<file path="src/rtl/alt_dfe_pkg.sv">
// Shared constants and types for the DFE tap loader: DFE register map,
// control/status bit positions, error codes and the sequencer state encoding.
package alt_dfe_pkg;

    localparam logic [3:0] REG_CH   = 4'h0;
    localparam logic [3:0] REG_DATA = 4'h1;
    localparam logic [3:0] REG_CTRL = 4'h2;
    localparam logic [3:0] REG_STAT = 4'h3;

    localparam int CTRL_GO      = 0;
    localparam int CTRL_RWN     = 1;
    localparam int CTRL_TAP_LSB = 2;
    localparam int STAT_BUSY    = 0;

    localparam logic [1:0] ERR_NONE     = 2'd0;
    localparam logic [1:0] ERR_TIMEOUT  = 2'd1;
    localparam logic [1:0] ERR_MISMATCH = 2'd2;
    localparam logic [1:0] ERR_RANGE    = 2'd3;

    typedef enum logic [3:0] {
        ST_IDLE     = 4'd0,
        ST_SET_CH   = 4'd1,
        ST_SET_DATA = 4'd2,
        ST_CMD_WR   = 4'd3,
        ST_POLL     = 4'd4,
        ST_CMD_RD   = 4'd5,
        ST_GET      = 4'd6,
        ST_NEXT     = 4'd7,
        ST_DONE     = 4'd8,
        ST_ERR      = 4'd9
    } state_e;

    // Low nibble of a CTRL command: go always set, rwn selects readback.
    function automatic logic [3:0] ctrl_word(input logic [1:0] tap, input logic rwn);
        ctrl_word = {tap, rwn, 1'b1};
    endfunction

endpackage

</file>
<file path="src/rtl/alt_dfe_avmm_req.sv">
// Single-request Avalon-MM holder. Accepts one request when idle, holds it
// unchanged through waitrequest, captures read data on the completing edge
// and raises a one-cycle ack the cycle after completion.
module alt_dfe_avmm_req #(
    parameter int ADDR_WIDTH = 16,
    parameter int DATA_WIDTH = 16
) (
    input  logic                  clk,
    input  logic                  rst_n,
    input  logic                  req_issue,
    input  logic                  req_write,
    input  logic [ADDR_WIDTH-1:0] req_addr,
    input  logic [DATA_WIDTH-1:0] req_wdata,
    output logic                  req_idle,
    output logic                  req_ack,
    output logic [DATA_WIDTH-1:0] req_rdata,
    output logic [ADDR_WIDTH-1:0] avmm_address,
    output logic                  avmm_read,
    output logic                  avmm_write,
    output logic [DATA_WIDTH-1:0] avmm_writedata,
    input  logic [DATA_WIDTH-1:0] avmm_readdata,
    input  logic                  avmm_waitrequest
);

    logic [ADDR_WIDTH-1:0] addr_r;
    logic                  read_r;
    logic                  write_r;
    logic [DATA_WIDTH-1:0] wdata_r;
    logic                  ack_r;
    logic [DATA_WIDTH-1:0] rdata_r;

    // Ack cycle counts as busy so the issuer cannot stack a request onto it.
    assign req_idle       = !(read_r || write_r) && !ack_r;
    assign req_ack        = ack_r;
    assign req_rdata      = rdata_r;
    assign avmm_address   = addr_r;
    assign avmm_read      = read_r;
    assign avmm_write     = write_r;
    assign avmm_writedata = wdata_r;

    // Request launch, stall hold, completion with read capture and ack pulse.
    always_ff @(posedge clk or negedge rst_n) begin
        if (!rst_n) begin
            addr_r  <= {ADDR_WIDTH{1'b0}};
            read_r  <= 1'b0;
            write_r <= 1'b0;
            wdata_r <= {DATA_WIDTH{1'b0}};
            ack_r   <= 1'b0;
            rdata_r <= {DATA_WIDTH{1'b0}};
        end else begin
            ack_r <= 1'b0;
            if (read_r || write_r) begin
                if (!avmm_waitrequest) begin
                    if (read_r) begin
                        rdata_r <= avmm_readdata;
                    end
                    read_r  <= 1'b0;
                    write_r <= 1'b0;
                    ack_r   <= 1'b1;
                end
            end else if (req_issue && !ack_r) begin
                addr_r  <= req_addr;
                read_r  <= !req_write;
                write_r <= req_write;
                wdata_r <= req_wdata;
            end
        end
    end

endmodule

</file>
<file path="src/rtl/alt_dfe_tap_loader.sv">
// DFE tap loader: walks a channel range, writing channel/data/command
// registers per tap, polling status until idle, optionally reading back each
// tap, and reporting completion and the first failure location.
module alt_dfe_tap_loader
    import alt_dfe_pkg::*;
#(
    parameter int CH_WIDTH   = 3,
    parameter int NUM_TAPS   = 4,
    parameter int ADDR_WIDTH = 16,
    parameter int DATA_WIDTH = 16,
    parameter int POLL_LIMIT = 1023
) (
    input  logic                           i_avmm_clk,
    input  logic                           i_resetn,
    input  logic                           i_start,
    input  logic                           i_verify,
    input  logic [CH_WIDTH-1:0]            i_ch_first,
    input  logic [CH_WIDTH-1:0]            i_ch_last,
    input  logic [NUM_TAPS*DATA_WIDTH-1:0] i_taps,
    output logic                           o_busy,
    output logic                           o_done,
    output logic                           o_error,
    output logic [1:0]                     o_err_code,
    output logic [CH_WIDTH-1:0]            o_err_ch,
    output logic [1:0]                     o_err_tap,
    output logic [ADDR_WIDTH-1:0]          o_avmm_maddress,
    output logic                           o_avmm_mread,
    output logic                           o_avmm_mwrite,
    output logic [DATA_WIDTH-1:0]          o_avmm_mwritedata,
    input  logic [DATA_WIDTH-1:0]          i_avmm_mreaddata,
    input  logic                           i_avmm_mwaitrequest
);

    localparam int              PW        = $clog2(POLL_LIMIT + 1);
    localparam logic [PW-1:0]   POLL_LAST = PW'(POLL_LIMIT - 1);
    localparam logic [1:0]      TAP_LAST  = 2'(NUM_TAPS - 1);

    state_e                                state_r, state_next_s;
    logic                                  verify_r, ret_rd_r;
    logic [CH_WIDTH-1:0]                   ch_r, ch_last_r;
    logic [1:0]                            tap_r;
    logic [NUM_TAPS-1:0][DATA_WIDTH-1:0]   taps_r;
    logic [PW-1:0]                         poll_cnt_r;
    logic                                  busy_r, done_r, error_r;
    logic [1:0]                            err_code_r, err_tap_r;
    logic [CH_WIDTH-1:0]                   err_ch_r;

    logic                                  issue_s, issue_wr_s, req_idle_s, req_ack_s;
    logic [ADDR_WIDTH-1:0]                 issue_addr_s;
    logic [DATA_WIDTH-1:0]                 issue_wdata_s, req_rdata_s;
    logic                                  start_ok_s;

    assign start_ok_s = (state_r == ST_IDLE) && i_start;

    alt_dfe_avmm_req #(.ADDR_WIDTH(ADDR_WIDTH), .DATA_WIDTH(DATA_WIDTH)) u_req (
        .clk              (i_avmm_clk),
        .rst_n            (i_resetn),
        .req_issue        (issue_s),
        .req_write        (issue_wr_s),
        .req_addr         (issue_addr_s),
        .req_wdata        (issue_wdata_s),
        .req_idle         (req_idle_s),
        .req_ack          (req_ack_s),
        .req_rdata        (req_rdata_s),
        .avmm_address     (o_avmm_maddress),
        .avmm_read        (o_avmm_mread),
        .avmm_write       (o_avmm_mwrite),
        .avmm_writedata   (o_avmm_mwritedata),
        .avmm_readdata    (i_avmm_mreaddata),
        .avmm_waitrequest (i_avmm_mwaitrequest)
    );

    // Sequencer state register.
    always_ff @(posedge i_avmm_clk or negedge i_resetn) begin
        if (!i_resetn) begin
            state_r <= ST_IDLE;
        end else begin
            state_r <= state_next_s;
        end
    end

    // Next-state decode; register steps advance only on the holder's ack.
    always_comb begin
        state_next_s = state_r;
        case (state_r)
            ST_IDLE: begin
                if (i_start) begin
                    state_next_s = (i_ch_first > i_ch_last) ? ST_ERR : ST_SET_CH;
                end else begin
                    state_next_s = ST_IDLE;
                end
            end
            ST_SET_CH:   state_next_s = req_ack_s ? ST_SET_DATA : ST_SET_CH;
            ST_SET_DATA: state_next_s = req_ack_s ? ST_CMD_WR : ST_SET_DATA;
            ST_CMD_WR:   state_next_s = req_ack_s ? ST_POLL : ST_CMD_WR;
            ST_CMD_RD:   state_next_s = req_ack_s ? ST_POLL : ST_CMD_RD;
            ST_POLL: begin
                if (!req_ack_s) begin
                    state_next_s = ST_POLL;
                end else if (!req_rdata_s[STAT_BUSY]) begin
                    if (ret_rd_r) begin
                        state_next_s = ST_GET;
                    end else if (verify_r) begin
                        state_next_s = ST_CMD_RD;
                    end else begin
                        state_next_s = ST_NEXT;
                    end
                end else if (poll_cnt_r == POLL_LAST) begin
                    state_next_s = ST_ERR;
                end else begin
                    state_next_s = ST_POLL;
                end
            end
            ST_GET: begin
                if (!req_ack_s) begin
                    state_next_s = ST_GET;
                end else if (req_rdata_s != taps_r[tap_r]) begin
                    state_next_s = ST_ERR;
                end else begin
                    state_next_s = ST_NEXT;
                end
            end
            ST_NEXT: begin
                if (tap_r < TAP_LAST) begin
                    state_next_s = ST_SET_DATA;
                end else if (ch_r < ch_last_r) begin
                    state_next_s = ST_SET_CH;
                end else begin
                    state_next_s = ST_DONE;
                end
            end
            ST_DONE: state_next_s = ST_IDLE;
            ST_ERR:  state_next_s = ST_IDLE;
            default: state_next_s = ST_IDLE;
        endcase
    end

    // Request decode per state; issue only when the holder is free.
    always_comb begin
        issue_s       = 1'b0;
        issue_wr_s    = 1'b1;
        issue_addr_s  = {ADDR_WIDTH{1'b0}};
        issue_wdata_s = {DATA_WIDTH{1'b0}};
        case (state_r)
            ST_SET_CH: begin
                issue_s       = req_idle_s;
                issue_addr_s  = {{(ADDR_WIDTH-4){1'b0}}, REG_CH};
                issue_wdata_s = {{(DATA_WIDTH-CH_WIDTH){1'b0}}, ch_r};
            end
            ST_SET_DATA: begin
                issue_s       = req_idle_s;
                issue_addr_s  = {{(ADDR_WIDTH-4){1'b0}}, REG_DATA};
                issue_wdata_s = taps_r[tap_r];
            end
            ST_CMD_WR: begin
                issue_s       = req_idle_s;
                issue_addr_s  = {{(ADDR_WIDTH-4){1'b0}}, REG_CTRL};
                issue_wdata_s = {{(DATA_WIDTH-4){1'b0}}, ctrl_word(tap_r, 1'b0)};
            end
            ST_CMD_RD: begin
                issue_s       = req_idle_s;
                issue_addr_s  = {{(ADDR_WIDTH-4){1'b0}}, REG_CTRL};
                issue_wdata_s = {{(DATA_WIDTH-4){1'b0}}, ctrl_word(tap_r, 1'b1)};
            end
            ST_POLL: begin
                issue_s      = req_idle_s;
                issue_wr_s   = 1'b0;
                issue_addr_s = {{(ADDR_WIDTH-4){1'b0}}, REG_STAT};
            end
            ST_GET: begin
                issue_s      = req_idle_s;
                issue_wr_s   = 1'b0;
                issue_addr_s = {{(ADDR_WIDTH-4){1'b0}}, REG_DATA};
            end
            default: begin
                issue_s = 1'b0;
            end
        endcase
    end

    // Snapshot, channel/tap walk, poll counting, status and error capture.
    always_ff @(posedge i_avmm_clk or negedge i_resetn) begin
        if (!i_resetn) begin
            verify_r   <= 1'b0;
            ret_rd_r   <= 1'b0;
            ch_r       <= {CH_WIDTH{1'b0}};
            ch_last_r  <= {CH_WIDTH{1'b0}};
            tap_r      <= 2'd0;
            taps_r     <= {(NUM_TAPS*DATA_WIDTH){1'b0}};
            poll_cnt_r <= {PW{1'b0}};
            busy_r     <= 1'b0;
            done_r     <= 1'b0;
            error_r    <= 1'b0;
            err_code_r <= ERR_NONE;
            err_ch_r   <= {CH_WIDTH{1'b0}};
            err_tap_r  <= 2'd0;
        end else begin
            busy_r <= (state_next_s != ST_IDLE);
            done_r <= (state_next_s == ST_DONE) || (state_next_s == ST_ERR);

            if (start_ok_s) begin
                verify_r   <= i_verify;
                ch_r       <= i_ch_first;
                ch_last_r  <= i_ch_last;
                taps_r     <= i_taps;
                tap_r      <= 2'd0;
                error_r    <= 1'b0;
                err_code_r <= ERR_NONE;
                err_ch_r   <= {CH_WIDTH{1'b0}};
                err_tap_r  <= 2'd0;
            end else if (state_r == ST_NEXT) begin
                if (tap_r < TAP_LAST) begin
                    tap_r <= tap_r + 2'd1;
                end else if (ch_r < ch_last_r) begin
                    tap_r <= 2'd0;
                    ch_r  <= ch_r + {{(CH_WIDTH-1){1'b0}}, 1'b1};
                end
            end

            if (state_r == ST_CMD_WR) begin
                ret_rd_r   <= 1'b0;
                poll_cnt_r <= {PW{1'b0}};
            end else if (state_r == ST_CMD_RD) begin
                ret_rd_r   <= 1'b1;
                poll_cnt_r <= {PW{1'b0}};
            end else if ((state_r == ST_POLL) && req_ack_s && req_rdata_s[STAT_BUSY]) begin
                poll_cnt_r <= poll_cnt_r + {{(PW-1){1'b0}}, 1'b1};
            end

            // Placed after the start branch so a bad-range start still flags.
            if ((state_next_s == ST_ERR) && (state_r != ST_ERR)) begin
                error_r <= 1'b1;
                if (state_r == ST_IDLE) begin
                    err_code_r <= ERR_RANGE;
                    err_ch_r   <= i_ch_first;
                    err_tap_r  <= 2'd0;
                end else begin
                    err_code_r <= (state_r == ST_POLL) ? ERR_TIMEOUT : ERR_MISMATCH;
                    err_ch_r   <= ch_r;
                    err_tap_r  <= tap_r;
                end
            end
        end
    end

    assign o_busy     = busy_r;
    assign o_done     = done_r;
    assign o_error    = error_r;
    assign o_err_code = err_code_r;
    assign o_err_ch   = err_ch_r;
    assign o_err_tap  = err_tap_r;

endmodule

</file>
<file path="config.mk">
export PLATFORM = sky130hd
export DESIGN_NAME = alt_dfe_tap_loader
export DESIGN_NICKNAME = d
export VERILOG_FILES = /design/src/rtl/alt_dfe_pkg.sv /design/src/rtl/alt_dfe_avmm_req.sv /design/src/rtl/alt_dfe_tap_loader.sv
export SDC_FILE = /design/constraint.sdc
export NUM_CORES = 1
export LEC_CHECK = 0
export ABC_AREA = 1
export CAP_MARGIN = 15
export CELL_PAD_IN_SITES_DETAIL_PLACEMENT = 2
export CELL_PAD_IN_SITES_GLOBAL_PLACEMENT = 2
export CORE_ASPECT_RATIO = 1.2
export CORE_UTILIZATION = 33
export CTS_CLUSTER_DIAMETER = 80
export DETAILED_ROUTE_END_ITERATION = 6
export GPL_TIMING_DRIVEN = 0
export HOLD_SLACK_MARGIN = 0.02
export PLACE_DENSITY_LB_ADDON = 0.1
export SETUP_SLACK_MARGIN = 0.5
export SYNTH_ARGS = -nofsm -noshare
export SYNTH_HDL_FRONTEND = slang
export SYNTH_SLANG_ARGS = --single-unit
</file>
<file path="constraint.sdc">
create_clock -name i_avmm_clk -period 4.45 [get_ports i_avmm_clk]
set_clock_uncertainty 0.2 [all_clocks]
set_input_delay 1.1125 -clock i_avmm_clk [delete_from_list [all_inputs] [get_ports i_avmm_clk]]
set_output_delay 1.1125 -clock i_avmm_clk [all_outputs]
set_load 0.02 [all_outputs]
</file>
[Yosys cells after proc, flatten, opt, wreduce, memory -nomap -nowiden]
Cells that the tools add are included.
Storage, ports and cells
  register bits: 149
  output and inout port bits: 44
  input port bits: 91
  logic and storage cells: 127
  memory bits (read-only): 0
  RAM bits: 0
  bits in latches: 0
  memories kept: 0
Cells by class
  bitwise gates (word level): 2
  magnitude comparators: 4
  shift operators: 0
  multiplexer cells: 53
  eq/ne operators: 14
  reduce and logical (&&, ||, !) cells: 28
  $add $sub $neg: 3
  divide/modulo/power cells: 0
  $mul: 0
Operators by type and width (count)
  16-bit case mux with 4 select lines: 1
  4-bit two-way mux: 9
  16-bit binary-select mux with 2-bit select: 1
  4-bit case mux with 8 select lines: 1
  10-bit two-way mux: 3
  2-bit two-way mux: 13
  3-bit two-way mux: 8
  4-bit by 3-bit equality test with 1-bit output (second input constant): 4
  16-bit two-way mux: 1
  16-bit != test: 1
  1-bit two-way mux: 15
  10-bit by 1-bit adder with 10-bit output (second input constant): 1
  10-bit equality test (second input constant): 1
  2-bit nonzero test: 5
  4-bit by 2-bit equality test with 1-bit output (second input constant): 2
  4-bit equality test (second input constant): 2
  1-bit logical AND: 6
  2-bit case mux with 3 select lines: 1
  2-bit AND reduction: 3
  3-bit AND reduction: 2
  3-bit nonzero test: 2
  2-bit OR reduction: 3
  6-bit OR reduction: 1
  4-bit by 1-bit equality test with 1-bit output (second input constant): 1
  13 further kinds: 17

[Depth between registers and ports, before layout]
  depth after elaboration: 9
  depth in mapped cells: 17
  mapped depth without buffers: 16

[By module]
From an unflattened synthesis, not the netlist that was laid out.
Unflattened totals
  cell total of the unflattened synthesis: 951
  area total of the unflattened synthesis: 7335.8 µm²
Modules (own cells, without submodules)
  alt_dfe_tap_loader: cells an instance 729, times used 1, area each 5260.0 µm², sequential area each 2452.4 µm²
  alt_dfe_avmm_req: cells an instance 222, times used 1, area each 2075.7 µm², sequential area each 1276.2 µm²

[Least setup slack after synthesis]
Ideal clock, no wire load.
  path kind: input-to-reg
  start: input i_ch_last[2]
  end: register busy_r (netlist: o_busy)
  library setup time: 0.130 ns
  data required time: 4.120 ns
  setup slack: 1.809 ns
  buffers on the path: 0
  data arrival time: 2.311 ns
  cell stages on the path: 11
  path through: inv_1 > ha_1 > nand2_1 > nor2_1 > a211oi_1 > nor2_1 > nor2_1 > o21a_1 > nand2_4 > nor2_1 > nand3b_1
Between the ends
  word-level cells in the longest chain between the ends: 5
RTL lines
  start, declared: line alt_dfe_tap_loader.sv:18  | input logic [CH_WIDTH-1:0] i_ch_last,
  3-bit > comparator: line alt_dfe_tap_loader.sv:88  | state_next_s = (i_ch_first > i_ch_last) ? ST_ERR : ST_SET_CH;
  4-bit two-way mux: line alt_dfe_tap_loader.sv:88
  4-bit two-way mux: line alt_dfe_tap_loader.sv:87  | if (i_start) begin
  4-bit case mux with 8 select lines: line alt_dfe_tap_loader.sv:85  | case (state_r)
  net state_next_s[3]: line alt_dfe_tap_loader.sv:38  | state_e state_r, state_next_s;
  4-bit nonzero test: line alt_dfe_tap_loader.sv:198  | busy_r <= (state_next_s != ST_IDLE);
  end signal, assigned: line alt_dfe_tap_loader.sv:198
  end, declared: line alt_dfe_tap_loader.sv:44  | logic busy_r, done_r, error_r;
The timed path passes the listed nets, and every way through them passes these cells.
A chain may end at the register's enable or synchronous reset.

[Worst setup path after layout]
  start: input i_ch_first[2]
  end: register busy_r (netlist: o_busy)
Between the ends
  word-level cells in the longest chain between the ends: 5
RTL lines
  start, declared: line alt_dfe_tap_loader.sv:17  | input logic [CH_WIDTH-1:0] i_ch_first,
  3-bit > comparator: line alt_dfe_tap_loader.sv:88
  4-bit two-way mux: line alt_dfe_tap_loader.sv:88
  4-bit two-way mux: line alt_dfe_tap_loader.sv:87
  4-bit case mux with 8 select lines: line alt_dfe_tap_loader.sv:85
  net state_next_s[3]: line alt_dfe_tap_loader.sv:38
  4-bit nonzero test: line alt_dfe_tap_loader.sv:198
The timed path passes the listed nets, and every way through them passes these cells.

==> impl_metrics.env <==
export IMPL_run_status="complete, no violations"
export IMPL_dp_hpwl_um=17600
export IMPL_fin_crit_sh=0.683
export IMPL_vias_per_cell=4.93
export IMPL_synth_seq_cells=135
export IMPL_worstMarginPinSlew_ns=0.664
export IMPL_drt_wirelength_per_cell_um=18.9
export IMPL_synth_most_common_cell="nand2_1"
export IMPL_path_cells="clkdlybuf4s50_1, ha_1, nand2_1, nor2_1, a211oi_1, nor2_1, nor2_1, o21a_1, nand2_4, nor2_1, nand3b_1"
export IMPL_pin_count=135
export IMPL_maxCapViolations=0
export IMPL_core_mm2=0.0203
export IMPL_globalRouteOverflowTotal=0
export IMPL_swShare=0.434
export IMPL_htreeDepth=4
export IMPL_root_buffer="clkbuf_16"
export IMPL_dieHeight_um=160
export IMPL_clock_sinks=135
export IMPL_postCtsResizedCells=0
export IMPL_cts_tree="yes"
export IMPL_grt_setup_unrepaired="false"
export IMPL_hp_class="reg -> reg"
export IMPL_leakage_nw=4.42
export IMPL_drtIter0Drc=266
export IMPL_die_width_um=134
export IMPL_drt_total_wl_um=23800
export IMPL_cp_required_ns=4.53
export IMPL_relSlewSlack=0.557
export IMPL_initial_core_util=0.338
export IMPL_max_vdd_ir_drop_mv=0.322
export IMPL_crit_top_cell="nor2_1"
export IMPL_p_clk_frac=0.212
export IMPL_max_freq_mhz=329
export IMPL_power_frac_comb=0.459
export IMPL_critPathSlowestCell="clkdlybuf4s50_1"
export IMPL_p_total_mw=6.56
export IMPL_holdBufCountCts=0
export IMPL_endpoint_kind="flop"
export IMPL_ys_flop_type="dfrtp_1"
export IMPL_fp_row_count=57
export IMPL_p_seq_frac=0.329
export IMPL_grt_usage=0.236
export IMPL_final_setup_viol_count=0
export IMPL_synth_cell_type_count=45
export IMPL_async_flop_share=1.00
export IMPL_period_needed_ns=3.04
export IMPL_yosysSeqAreaShare=0.491
export IMPL_drive_above_1_share=0.127
export IMPL_p_int_mw=3.72
export IMPL_dpl_worst_slack_ns=0.997
export IMPL_crit_arrival_ns=3.12
export IMPL_grt_first_pass_wirelength_um=38300
export IMPL_synth_largest_area_cell="dfrtp_1"
export IMPL_p_sw_mw=2.85
export IMPL_placed_area_mm2=0.00849
export IMPL_design_area_mm2=0.00906
export IMPL_synthTopCellsByArea="dfrtp_1, nand2_1, nand3_2"
export IMPL_fin_nets=1084
export IMPL_die_area_mm2=0.0214
export IMPL_place_congestion=0.819
export IMPL_synth_edf_count=0
export IMPL_syn_area_per_cell_um2=8.28
export IMPL_cts_setup_buffers=0
export IMPL_finalMaxSlewViolations=0
export IMPL_setup_ws_ns=1.41
export IMPL_hold_viol=0
export IMPL_worst_path_max_fanout=9
export IMPL_cts_buffers=17
export IMPL_syn_inst=831
export IMPL_netlist_area_leader_share=0.491
export IMPL_antenna_cells=0
export IMPL_startpoint_type="primary input"
export IMPL_grt_antenna_before_repair=0
export IMPL_synthToLayoutAreaGrowth_pct=31.7
export IMPL_drc=0
export IMPL_clock_path_buffers=2
export IMPL_syn_area_mm2=0.00688
export IMPL_antenna_left=0
export IMPL_firstDrtPassIters=4
export IMPL_clock_latency_ns=0.42
export IMPL_first_global_vias=7011
export IMPL_critPathKind="in -> reg"
export IMPL_yosys_warnings=0
export IMPL_slowest_delay_ns=0.49
export IMPL_clk_pin_slew_ns=0.06
export IMPL_num_vias=6216
export IMPL_grt_max_degree=73
export IMPL_power_density_mw_per_mm2=725
export IMPL_port_buffers=120
export IMPL_ys_top_cells_by_count="nand2_1, dfrtp_1, nor2_1"
==> path summary, 6_finish.rpt <==
path / startpoint / cells after the start / endpoint / slack [ns]
setup / recovery: i_ch_first[2] / 11 / o_busy / 1.41
hold / removal: taps_r[59] / 2 / taps_r[59] / 0.28
setup reg to reg: tap_r[1] / 14 / o_busy / 1.93
hold reg to reg: taps_r[59] / 2 / taps_r[59] / 0.28
max in group asynchronous: i_resetn / 2 / taps_r[43] / 2.78
min in group asynchronous: i_resetn / 1 / ch_last_r[1] / 0.47
==> sequential cells by signal (all words and copies together) (netlist names), 2 cells and up <==
signal	count
u_req.avmm_address	2
ch_last_r	3
state_r	4
ch_r	3
u_req.avmm_writedata	16
taps_r	64
u_req.req_rdata	16
o_err_code	2
tap_r	2
o_err_tap	2
o_err_ch	3
poll_cnt_r	10
==> power groups by stage <==
stage,Sequential [mW],Combinational [mW],Clock [mW]
2_1_floorplan,2.16,1.82,0
3_3_place_gp,2.15,2.90,0
3_5_place_dp,2.17,3.02,0
4_1_cts,2.17,3.07,1.42
5_1_grt,2.21,3.37,1.46
6_report,2.16,3.01,1.39
==> logic make-up (layout without fill, tap and decap cells) <==
logic type               Yosys count  in the layout  synth area share
buffers and inverters             92            245            0.0748
flip-flops                       135            135             0.491
XOR/XNOR                           1              1           0.00127
AO/OA/AOI/OAI                     67             67            0.0608
AND/OR/NAND/NOR                  513            513             0.334
other                              1             14          0.000545
adder cells (fa/ha/maj)            9              9            0.0164
multiplexers                      13             13            0.0213
==> final cells by class <==
type                       count  area, µm²
buffer                        44        319
clock buffer                  23        468
clock inverter                 9        100
fill                        2332      11300
inverter                      48        195
multi-input combinational    617       3040
sequential                   135       3380
tap                          265        332
timing repair buffer         121       1230
==> worst max-delay path: cells and delay by family <==
family	cells	cell delay [ns]
simple gates	7	0.78
fa+ha+maj	1	0.35
compound gates	2	0.38
buf+inv	1	0.49
==> layout by cell type (no fill, tap or decap), types with 2 or more instances in the layout <==
cell type        netlist  routed
a211oi_1               4       4
a21oi_1               13      13
a31oi_1                5       5
buf_2                  2       2
buf_4                 17      17
buf_6                  8       9
bufinv_16              0       2
clkbuf_1              15      19
clkbuf_16              0      17
clkbuf_8               0       2
clkdlybuf4s50_1        0     119
clkinv_2               0       5
clkinvlp_4             0       2
conb_1                 1      14
dfrtp_1              135     135
ha_1                   9       9
inv_1                 39      39
inv_2                  5       5
mux2_2                13      13
nand2_1              373     373
nand2_2               10      10
nand2_4                2       2
nand3_1               26      26
nand3_2               26      26
nand3b_1              15      15
nand4_1                3       3
nor2_1                43      43
nor2_2                 2       2
nor2_4                 3       3
nor3_1                 7       7
o21ai_0               20      20
o22ai_1                5       5
o31ai_1               12      12
==> stage by stage <==
step,utilization,hold slack (ns),TNS (ns),instances
after floorplan,-,0.232,0,844
after global placement,0.416,0.246,-499.77,1229
after detailed placement,0.418,0.261,0,1230
after CTS,0.446,0.282,0,1262
after global routing,0.446,0.303,0,1262
final,0.446,0.279,0,1262
==> routing by layer <==
metal / track usage / vias to the layer above / wire, µm / part of all wire
met4: 0.0749 / 0 / 518 / 0.022
met2: 0.443 / 108 / 13000 / 0.55
li1: - / 2922 / - / -
met5: 0 / - / 0 / 0
met3: 0.0371 / 33 / 460 / 0.019
met1: 0.269 / 3153 / 9840 / 0.41
Note: power is estimated with default switching activity, not from simulation.
